### src/rtl/scaler_matrix_pkg.sv
// Shared constants and helpers for the scaler matrix window path.
// The optional top-edge replication is enabled by the SCALER_MATRIX_EDGE_REPLICATE_EN macro.
package scaler_matrix_pkg;

    localparam int unsigned DefaultKernelMax       = 4;
    localparam int unsigned DefaultRamDataBitwidth = 8;

    // Ceiling log2, never less than 1 so a pointer always has at least one bit.
    function automatic int unsigned clog2(input int unsigned n);
        int unsigned r;
        r = 0;
        for (int i = 0; i < 32; i++) begin
            if ((64'd1 << i) < 64'(n)) begin
                r = i + 1;
            end
        end
        return (r == 0) ? 1 : r;
    endfunction

    // LSB of pixel (col, row) in a window packed column-major with `kernel` rows per column.
    function automatic int unsigned pix_lsb(input int unsigned width, input int unsigned kernel,
                                            input int unsigned col, input int unsigned row);
        return width * (col * kernel + row);
    endfunction

endpackage

### src/rtl/scaler_matrix_row_sel.sv
// Rotating line-RAM pointer decode: registered per-row RAM select and the read-enable mask
// that excludes the RAM currently being written.
module scaler_matrix_row_sel
    import scaler_matrix_pkg::*;
#(
    parameter int unsigned KernelMax      = DefaultKernelMax,
    parameter int unsigned RamNum         = KernelMax + 1,
    parameter int unsigned RamNumBitwidth = clog2(RamNum)
) (
    input  logic                                          clk_i,
    input  logic                                          rst_ni,
    input  logic [RamNumBitwidth-1:0]                     base_i,
    output logic [KernelMax-1:0][RamNumBitwidth-1:0]      sel_o,
    output logic [RamNum-1:0]                             ram_sel_o
);

    // (a + b) mod RamNum for a < RamNum and b < RamNum: one compare-and-subtract suffices.
    function automatic logic [RamNumBitwidth-1:0] wrap_add(input logic [RamNumBitwidth-1:0] a,
                                                           input int unsigned b);
        logic [RamNumBitwidth:0] sum;
        sum = {1'b0, a} + (RamNumBitwidth + 1)'(b);
        if (sum >= (RamNumBitwidth + 1)'(RamNum)) begin
            sum = sum - (RamNumBitwidth + 1)'(RamNum);
        end
        return sum[RamNumBitwidth-1:0];
    endfunction

    logic [KernelMax-1:0][RamNumBitwidth-1:0] sel_d, sel_q;
    logic [RamNum-1:0]                        ram_sel_d, ram_sel_q;
    logic [RamNumBitwidth-1:0]                wr_idx;

    always_comb begin
        sel_d     = '0;
        ram_sel_d = '1;
        wr_idx    = wrap_add(base_i, KernelMax);
        for (int k = 0; k < KernelMax; k++) begin
            sel_d[k] = wrap_add(base_i, k);
        end
        for (int i = 0; i < RamNum; i++) begin
            ram_sel_d[i] = (wr_idx != RamNumBitwidth'(i));
        end
    end

    always_ff @(posedge clk_i) begin
        if (!rst_ni) begin
            sel_q     <= '0;
            ram_sel_q <= '0;
        end else begin
            sel_q     <= sel_d;
            ram_sel_q <= ram_sel_d;
        end
    end

    assign sel_o     = sel_q;
    assign ram_sel_o = ram_sel_q;

endmodule

### src/rtl/scaler_matrix_window.sv
// KERNEL_MAX x KERNEL_MAX pixel window fed from rotating line RAMs.
// Define SCALER_MATRIX_EDGE_REPLICATE_EN to replicate the top image edge on the first lines.
module scaler_matrix_window
    import scaler_matrix_pkg::*;
#(
    parameter int unsigned KERNEL_MAX        = DefaultKernelMax,
    parameter int unsigned RAM_NUM           = KERNEL_MAX + 1,
    parameter int unsigned RAM_NUM_BITWIDTH  = clog2(RAM_NUM),
    parameter int unsigned RAM_DATA_BITWIDTH = DefaultRamDataBitwidth
) (
    input  logic                                                   core_clk,
    input  logic                                                   core_rst_n,
    input  logic                                                   frame_start,
    input  logic                                                   line_start,
    output logic [RAM_NUM-1:0]                                     ram_sel,
    input  logic                                                   ram_read_rsp_en,
    input  logic [RAM_DATA_BITWIDTH*RAM_NUM-1:0]                   ram_read_rsp_data,
    input  logic                                                   matrix_ram_read_repeat,
    input  logic                                                   matrix_ram_read_done,
    output logic                                                   matrix_ram_read_rsp_en,
    output logic                                                   matrix_ram_read_rsp_full,
    output logic [RAM_DATA_BITWIDTH*KERNEL_MAX*KERNEL_MAX-1:0]     matrix_ram_read_rsp_pixel
);

    localparam int unsigned PixW  = RAM_DATA_BITWIDTH;
    localparam int unsigned ColW  = PixW * KERNEL_MAX;
    localparam int unsigned WinW  = ColW * KERNEL_MAX;
    localparam int unsigned FillW = clog2(KERNEL_MAX + 1);

    if (KERNEL_MAX < 2 || KERNEL_MAX > 8) begin : g_bad_kernel
        $error("scaler_matrix_window: KERNEL_MAX must be in 2..8");
    end
    if (RAM_NUM < KERNEL_MAX + 1) begin : g_bad_ram_num
        $error("scaler_matrix_window: RAM_NUM must exceed KERNEL_MAX");
    end

    logic line_step;
    assign line_step = matrix_ram_read_done & ~matrix_ram_read_repeat;

    // Line rotation pointer
    logic [RAM_NUM_BITWIDTH-1:0] base_d, base_q;

    always_comb begin
        base_d = base_q;
        if (frame_start) begin
            base_d = '0;
        end else if (line_step) begin
            base_d = (base_q == RAM_NUM_BITWIDTH'(RAM_NUM - 1)) ? '0 : base_q + 1'b1;
        end
    end

    logic [KERNEL_MAX-1:0][RAM_NUM_BITWIDTH-1:0] sel;

    scaler_matrix_row_sel #(
        .KernelMax      (KERNEL_MAX),
        .RamNum         (RAM_NUM),
        .RamNumBitwidth (RAM_NUM_BITWIDTH)
    ) u_row_sel (
        .clk_i     (core_clk),
        .rst_ni    (core_rst_n),
        .base_i    (base_q),
        .sel_o     (sel),
        .ram_sel_o (ram_sel)
    );

    // Reorder the RAM response into window row order; an out-of-range select reads as 0.
    logic [KERNEL_MAX-1:0][PixW-1:0] col_raw, col_new;

    always_comb begin
        col_raw = '0;
        for (int k = 0; k < KERNEL_MAX; k++) begin
            for (int i = 0; i < RAM_NUM; i++) begin
                if (sel[k] == RAM_NUM_BITWIDTH'(i)) begin
                    col_raw[k] = ram_read_rsp_data[i*PixW +: PixW];
                end
            end
        end
    end

`ifdef SCALER_MATRIX_EDGE_REPLICATE_EN
    localparam int unsigned RowsW = clog2(KERNEL_MAX);

    logic [RowsW-1:0] rows_valid_d, rows_valid_q;

    always_comb begin
        rows_valid_d = rows_valid_q;
        if (frame_start) begin
            rows_valid_d = '0;
        end else if (line_step && rows_valid_q != RowsW'(KERNEL_MAX - 1)) begin
            rows_valid_d = rows_valid_q + 1'b1;
        end
    end

    always_ff @(posedge core_clk) begin
        if (!core_rst_n) begin
            rows_valid_q <= '0;
        end else begin
            rows_valid_q <= rows_valid_d;
        end
    end

    // Rows above the first real image line copy the topmost real line.
    always_comb begin
        col_new = col_raw;
        for (int r = 0; r < KERNEL_MAX - 1; r++) begin
            if (rows_valid_q == RowsW'(r)) begin
                for (int k = 0; k < KERNEL_MAX - 1 - r; k++) begin
                    col_new[k] = col_raw[KERNEL_MAX-1-r];
                end
            end
        end
    end
`else
    assign col_new = col_raw;
`endif

    // Window shift and column fill tracking
    logic [WinW-1:0]  window_d, window_q;
    logic [FillW-1:0] col_fill_d, col_fill_q;
    logic             full_q, rsp_en_q;

    always_comb begin
        window_d = window_q;
        if (ram_read_rsp_en) begin
            for (int c = 0; c < KERNEL_MAX - 1; c++) begin
                window_d[pix_lsb(PixW, KERNEL_MAX, c, 0) +: ColW] =
                    window_q[pix_lsb(PixW, KERNEL_MAX, c + 1, 0) +: ColW];
            end
            window_d[pix_lsb(PixW, KERNEL_MAX, KERNEL_MAX - 1, 0) +: ColW] = col_new;
        end
    end

    always_comb begin
        col_fill_d = col_fill_q;
        if (line_start) begin
            col_fill_d = ram_read_rsp_en ? FillW'(1) : '0;
        end else if (ram_read_rsp_en && col_fill_q != FillW'(KERNEL_MAX)) begin
            col_fill_d = col_fill_q + 1'b1;
        end
    end

    always_ff @(posedge core_clk) begin
        if (!core_rst_n) begin
            base_q     <= '0;
            window_q   <= '0;
            col_fill_q <= '0;
            full_q     <= 1'b0;
            rsp_en_q   <= 1'b0;
        end else begin
            base_q     <= base_d;
            window_q   <= window_d;
            col_fill_q <= col_fill_d;
            full_q     <= (col_fill_d == FillW'(KERNEL_MAX));
            rsp_en_q   <= ram_read_rsp_en;
        end
    end

    assign matrix_ram_read_rsp_en    = rsp_en_q;
    assign matrix_ram_read_rsp_full  = full_q;
    assign matrix_ram_read_rsp_pixel = window_q;

endmodule

### config.mk
export PLATFORM = sky130hd
export DESIGN_NAME = scaler_matrix_window
export DESIGN_NICKNAME = d
export VERILOG_FILES = /design/src/rtl/scaler_matrix_pkg.sv /design/src/rtl/scaler_matrix_row_sel.sv /design/src/rtl/scaler_matrix_window.sv
export SDC_FILE = /design/constraint.sdc
export NUM_CORES = 1
export LEC_CHECK = 0
export CELL_PAD_IN_SITES_DETAIL_PLACEMENT = 1
export CELL_PAD_IN_SITES_GLOBAL_PLACEMENT = 2
export CORE_ASPECT_RATIO = 0.7
export CORE_MARGIN = 2
export CORE_UTILIZATION = 32
export CTS_BUF_LIST = sky130_fd_sc_hd__clkbuf_4
export DETAILED_ROUTE_END_ITERATION = 7
export GPL_ROUTABILITY_DRIVEN = 0
export PLACE_DENSITY = 0.9
export SYNTH_ARGS = -nofsm -noshare
export SYNTH_HDL_FRONTEND = slang
export SYNTH_SLANG_ARGS = --single-unit
### constraint.sdc
create_clock -name core_clk -period 2.3 [get_ports core_clk]
set_clock_uncertainty 0.1 [all_clocks]
set_input_delay 0.345 -clock core_clk [delete_from_list [all_inputs] [get_ports core_clk]]
set_output_delay 0.345 -clock core_clk [all_outputs]
set_load 0.005 [all_outputs]
==> reports/qor.yml, run 1 <==
pwr:
  ir_worst_vdd_mv: 0.334
  powerDensity_mw_per_mm2: 567
  leakage_nw: 3.64
timing:
  fmax_ghz: 0.464
  timing.final.crit_share_pct: 93.6
  worst_pin_slew_ps: 731
  setup_viol: 0
  min_period_ps: 2150
  slew_violations: 0
  hold_ws_ps: 126
  relSlewSlack_pct: 51.2
  rsz0062_at_grt: "no"
  tns_ps: 0
  finalHoldViolations: 0
die:
  start_util_pct: 32.6
  die-area_mm2: 0.0243
  die_h_um: 131
  core_mm2: 0.0226
  die_width_um: 185
  pin_count: 182
  num_rows: 46
synth:
  synth_edf_count: 0
  syn_avg_cell_area_um2: 10.2
  ys_seq_area_share_pct: 41.6
  yosysTopAreaCell: "dfxtp_1"
  syn_area_mm2: 0.00737
  synth_warnings: 0
  synth_seq_cells: 153
  synth.distinct_cells: 53
  async_flop_share_pct: 0
  syn_inst: 723
  synth_ff_type: "dfxtp_1"
  yosys-top-cells-area: "dfxtp_1, mux2i_1, nor2b_1, o21ai_0, a221oi_1"
  synth_top_area_share_pct: 41.6
  syn_nets: 782
critical_path:
  path_max_fanout: 4
  crit_type: "flip-flop to output pin"
  cpPeakStageDelay_ps: 580
  cp-end-kind: "output pin"
  r2r_cells: 6
  path_delay_family: "buffers and inverters"
  required_ps: 1860
  path_cells: "clkdlybuf4s50_1"
  cp.buffers_inverters: 1
  cp-start-kind: "flip-flop"
  worst_path_max_delay_cell: "clkdlybuf4s50_1"
  arrival_ps: 1710
  crit_cells: 1
routing:
  wl_per_cell_um: 19.7
  vias: 6066
  drc: 0
  dr.pass1.iters: 4
  viasPerCell: 4.98
  drt-total-wl_mm: 23.9
  ant_nets: 0
  drtIter0Drc: 326
global_route:
  grt_pass1_vias: 6045
  antenna_found_initial: 0
  grt_max_degree: 76
  grt.total_usage_pct: 19.7
  gr-total-overflow: 0
  grt_pass1_wl_mm: 36.0
cts:
  postCtsHoldBufs: 0
  cts.sinks: 153
  htree_levels: 4
  root_buffer: "clkbuf_4"
  cts_setup_buffers: 0
  cts_tree: "done"
  path_clk_slew_ps: 150
  clkLatencyLatePin_ps: 590
  numCtsBuffers: 17
  cts_resized: 0
  clockBufferDepth: 2
cells_and_area:
  nets: 951
  area_delta_synth_final_pct: 32.5
  final_cell_mix: "clkdlybuf4s50_1, dfxtp_1, mux2i_1"
  layout_commonest_cell: "clkdlybuf4s50_1"
  final_area_mm2: 0.00976
  final_util_pct: 43.2
  drive_gt1_share_pct: 9.06
placement:
  portBuffers: 181
  placed_area_mm2: 0.00946
  dp_hpwl_mm: 17.7
hold_path:
  hold_class: "input port to flip-flop"
  hold_depth: 3
run_status:
  outcome: "complete, no violations"
job:
  drv_cap: 0
==> registers in the layout (all words and copies together), names as in the netlist <==
signal and cells:
base_q 3, matrix_ram_read_rsp_full 1, u_row_sel.ram_sel_o 5, col_fill_q 3, u_row_sel.sel_o 12, matrix_ram_read_rsp_en 1, matrix_ram_read_rsp_pixel 128
==> worst register-to-register path, stage by stage, from the launching register on <==
cell and delay (ps):
dfxtp_1 350, inv_1 160, ha_1 250, ha_1 250, o21ai_1 260, a31oi_1 180
o31a_1 260
==> metrics by stage <==
step,std cells,power [mW],setup slack [ps]
2_1_floorplan,723,3.34,404
3_3_place_gp,1185,3.79,486
3_5_place_dp,1185,3.80,414
4_1_cts,1217,5.60,110
5_1_grt,1217,5.79,80.7
6_report,1218,5.54,147
==> cell type report <==
| class | count | area [um2] |
|---|---|---|
| fillers | 2556 | 12900 |
| multi-input cells | 501 | 3910 |
| flip-flops and latches | 153 | 3060 |
| repair buffers | 206 | 2050 |
| well taps | 312 | 390 |
| clock inverters | 12 | 151 |
| clock buffers | 20 | 150 |
| inverters | 13 | 48.8 |
| diodes | 1 | 2.50 |
==> synthesized netlist by cell type (2+ instances only) <==
cell       number
and2_1          8
nand2b_1       17
a221oi_1       23
nor3b_2         3
a21oi_1        25
a211oi_1        8
a221oi_2        5
buf_6           3
o21ai_0        44
buf_4          11
dfxtp_1       153
buf_12          3
nor3_1          2
nor3b_1         2
inv_1          12
a31oi_1         2
clkbuf_1       20
o221ai_1        6
and3_1          2
nand2_1        11
nor2b_1        99
nor2_1         23
nand3b_1        2
o22a_1         18
mux2_2         10
mux2i_1       146
a21boi_0        3
buf_2          17
xnor2_1         3
o2111a_1        2
o21a_1          4
a2111oi_0       3
ha_1           11
or2_0           3
==> routing by layer <==
layer / part of all wire (%) / vias up / global-route usage, %
met5: 0 / - / 0
met3: 7.6 / 20 / 5.85
li1: - / 2918 / -
met4: 1.0 / 0 / 4.25
met2: 43 / 175 / 29.8
met1: 48 / 2953 / 27.8
==> final timing paths <==
kind / start / to / slack [ps]
max: matrix_ram_read_rsp_pixel[122] / matrix_ram_read_rsp_pixel[122] / 150
min: core_rst_n / matrix_ram_read_rsp_pixel[121] / 130
max reg2reg: base_q[1] / u_row_sel.ram_sel_o[4] / 400
min reg2reg: matrix_ram_read_rsp_pixel[18] / matrix_ram_read_rsp_pixel[18] / 430
==> where the power goes <==
part,leakage (nW),total (mW),internal (mW),switching [mW]
combinational,2.24,0.870,0.478,0.392
sequential,1.25,2.88,2.75,0.126
clock,0.153,1.79,0.783,1.01
==> cell families (layout without fill, tap and decap cells) <==
family,count (synthesis),count (layout),share of synthesized area (%)
simple gates,177,177,14.4
mux,156,156,21.4
compound gates,153,153,14.8
flops,153,153,41.6
buf+inv,69,251,5.35
fa+ha+maj,12,12,2.14
xor+xnor,3,3,0.357
other cells,0,1,0
(Power assumes the default switching activity.)
==> inputs of run 2 (changes only) <==
- CORE_MARGIN: 2 -> 10
==> run 2 against run 1 <==
Combinational power is 0.7% lower. Die area is 22% higher. Power is 2.7% lower. Final area is 0.23% lower. Register-to-register slack hardly changed. Via count is 0.74% higher. Global-route usage is 3.3 points lower. Wire length is 3.5% higher. Sequential power hardly changed. First-iteration DRC count is 13% higher. Critical endpoint unchanged. Largest cell class unchanged. Largest power group unchanged.
==> reports/qor.yml, run 2 (synthesized netlist as in run 1, its figures left out) <==
run_status:
  outcome: "complete, no violations"
cts:
  clockBufferDepth: 2  # unchanged
  numCtsBuffers: 17  # unchanged
  path_clk_slew_ps: 150  # about the same
  root_buffer: "clkbuf_4"
  cts_setup_buffers: 0  # unchanged
  cts_tree: "done"
  cts_resized: 0  # unchanged
  clkLatencyLatePin_ps: 590  # about the same
  postCtsHoldBufs: 0  # unchanged
  htree_levels: 4  # unchanged
  cts.sinks: 153  # unchanged
pwr:
  switching_power_mw: 1.50  # -1.5%
  fin_total_pwr_mw: 5.39  # -2.7%
  powerDensity_mw_per_mm2: 553  # -2.5%
  ir_worst_vdd_mv: 0.408  # +22%
  clkPwrFrac_pct: 30.6  # -1.8 points
  leakage_nw: 3.63  # -0.29%
  pwr-share-seq_pct: 53.4  # +1.5 points
  pwr-share-comb_pct: 16.0  # +0.3 points
  p_int_mw: 3.88  # -3.2%
  netSwitchingFraction_pct: 27.9  # +0.36 points
placement:
  dp_hpwl_mm: 19.0  # +7.8%
  portBuffers: 181  # unchanged
  place_ws_ps: 442  # +27.9 ps
  dp_cells: 1186  # +0.084%
critical_path:
  worst_path_max_delay_cell: "clkdlybuf4s50_1"
  cp-end-kind: "output pin"
  crit_cells: 1  # unchanged
  crit_start: "matrix_ram_read_rsp_pixel[122]"
  path_delay_family: "buffers and inverters"
  r2r-end: "u_row_sel.sel_o[10]"
  cp-start-kind: "flip-flop"
  reg2reg_from: "base_q[0]"
  path_cells: "clkdlybuf4s50_1"
  required_ps: 1860  # about the same
  r2r_cells: 6  # unchanged
  cp.buffers_inverters: 1  # unchanged
  path_max_fanout: 4  # unchanged
  crit_type: "flip-flop to output pin"
  cpPeakStageDelay_ps: 580  # about the same
  rrSetupSlack_ps: 410  # about the same
  arrival_ps: 1730  # +20 ps
  crit_end: "matrix_ram_read_rsp_pixel[122]"
routing:
  wl_met1_mm: 11.9  # +2.9%
  viasPerCell: 5.01  # +0.66%
  dr.max_layer_used: "met4"
  vias: 6111  # +0.74%
  ant_nets: 0  # unchanged
  met3_length_mm: 1.90  # +4.4%
  drt-total-wl_mm: 24.8  # +3.5%
  wl_per_cell_um: 20.3  # +3.4%
  drtIter0Drc: 368  # +13%
  drc: 0  # unchanged
  wl_met2_mm: 10.6  # +3.0%
  dr.pass1.iters: 4  # unchanged
global_route:
  grt_max_degree: 76  # unchanged
  grt.total_usage_pct: 16.4  # -3.3 points
  grt_pass1_vias: 6300  # +4.2%
  gr-total-overflow: 0  # unchanged
  grt_pass1_wl_mm: 38.0  # +5.6%
  antenna_found_initial: 2  # +2
cells_and_area:
  drive_gt1_share_pct: 9.06  # unchanged
  final_cell_mix: "clkdlybuf4s50_1, dfxtp_1, mux2i_1"
  multi_input_area_mm2: 0.00391  # unchanged
  fin_cells: 1219  # +0.082%
  final_util_pct: 43.1  # -0.10 points
  area_delta_synth_final_pct: 32.2
  largest_reg_flops: 128  # unchanged
  fillCellCount: 2544  # -0.47%
  ff_latch_area_mm2: 0.00306  # unchanged
  layout_commonest_cell: "clkdlybuf4s50_1"
  nets: 952  # +0.11%
die:
  num_rows: 46  # unchanged
  die-area_mm2: 0.0296  # +22%
  die_h_um: 147  # +12%
  core_mm2: 0.0226  # unchanged
  start_util_pct: 32.6  # unchanged
  pin_count: 182  # unchanged
  die_width_um: 201  # +8.6%
timing:
  timing.final.crit_share_pct: 94.7  # +1.0 points
  relSlewSlack_pct: 53.9  # +2.7 points
  worst_pin_slew_ps: 689  # -41.6 ps
  tns_ps: 0  # unchanged
  slew_violations: 0  # unchanged
  setup_ws_ps: 123  # -23.7 ps
  finalHoldViolations: 0  # unchanged
  fmax_ghz: 0.459  # -1.1%
  min_period_ps: 2180  # +23.7 ps
  setup_viol: 0  # unchanged
  rsz0062_at_grt: "no"
hold_path:
  hold_class: "input port to flip-flop"
job:
  drv_cap: 0  # unchanged
-- run 2: changes by cell type in the layout (fill, tap and decap cells not counted) --
cell,previous run,this run
buf_4,22,23
bufinv_16,3,2
clkinv_4,2,1
diode_2,1,2
clkinv_2,2,3
inv_6,0,1
clkbuf_4,20,19
-- run 2: metal layers --
metal	GRT usage [%]	vias to the layer above
met5	0	-
met4	5.17	0
met3	5.91	28
met2	24.1	163
met1	21.8	2987
li1	-	2933
-- run 2: stage by stage --
stage,instance area (um2),hold slack [ps]
finish,9740,77.4
floorplan,7370,321
global placement,9470,395
global route,9740,37.0
detailed placement,9470,403
CTS,9740,12.3
-- run 2: worst reg2reg max path, cell delays in order, from the launching register on --
cell and delay (ps):
dfxtp_1 370, inv_2 90, ha_1 230, ha_1 400
o21ai_0 150, a21oi_1 280, mux2i_1 220
-- run 2: worst min path at each step --
| stage | from | endpoint | cells after the start |
|---|---|---|---|
| floorplan | line_start | col_fill_q[2] | 1 |
| global placement | matrix_ram_read_rsp_pixel[28] | matrix_ram_read_rsp_pixel[28] | 2 |
| detailed placement | matrix_ram_read_rsp_pixel[24] | matrix_ram_read_rsp_pixel[24] | 2 |
| CTS | ram_read_rsp_en | matrix_ram_read_rsp_pixel[92] | 3 |
| global route | ram_read_rsp_en | matrix_ram_read_rsp_pixel[67] | 3 |
| finish | ram_read_rsp_en | matrix_ram_read_rsp_pixel[92] | 3 |
-- run 2: cell type report --
type,instances,area share [%]
Clock buffer,19,1.46
Inverter,13,0.501
Clock inverter,12,1.30
Timing Repair Buffer,207,21.1
Tap cell,312,4.01
Multi-Input combinational cell,501,40.1
Sequential cell,153,31.4
Antenna cell,2,0.0514
-- run 2: power by group through the flow --
stage          logic [mW]  registers (mW)  clock network (mW)
5_1_grt             0.936            2.89                1.83
3_3_place_gp        0.857            2.93                   0
2_1_floorplan       0.459            2.88                   0
6_report            0.864            2.88                1.65
3_5_place_dp        0.868            2.93                   0
4_1_cts             0.872            2.88                1.71
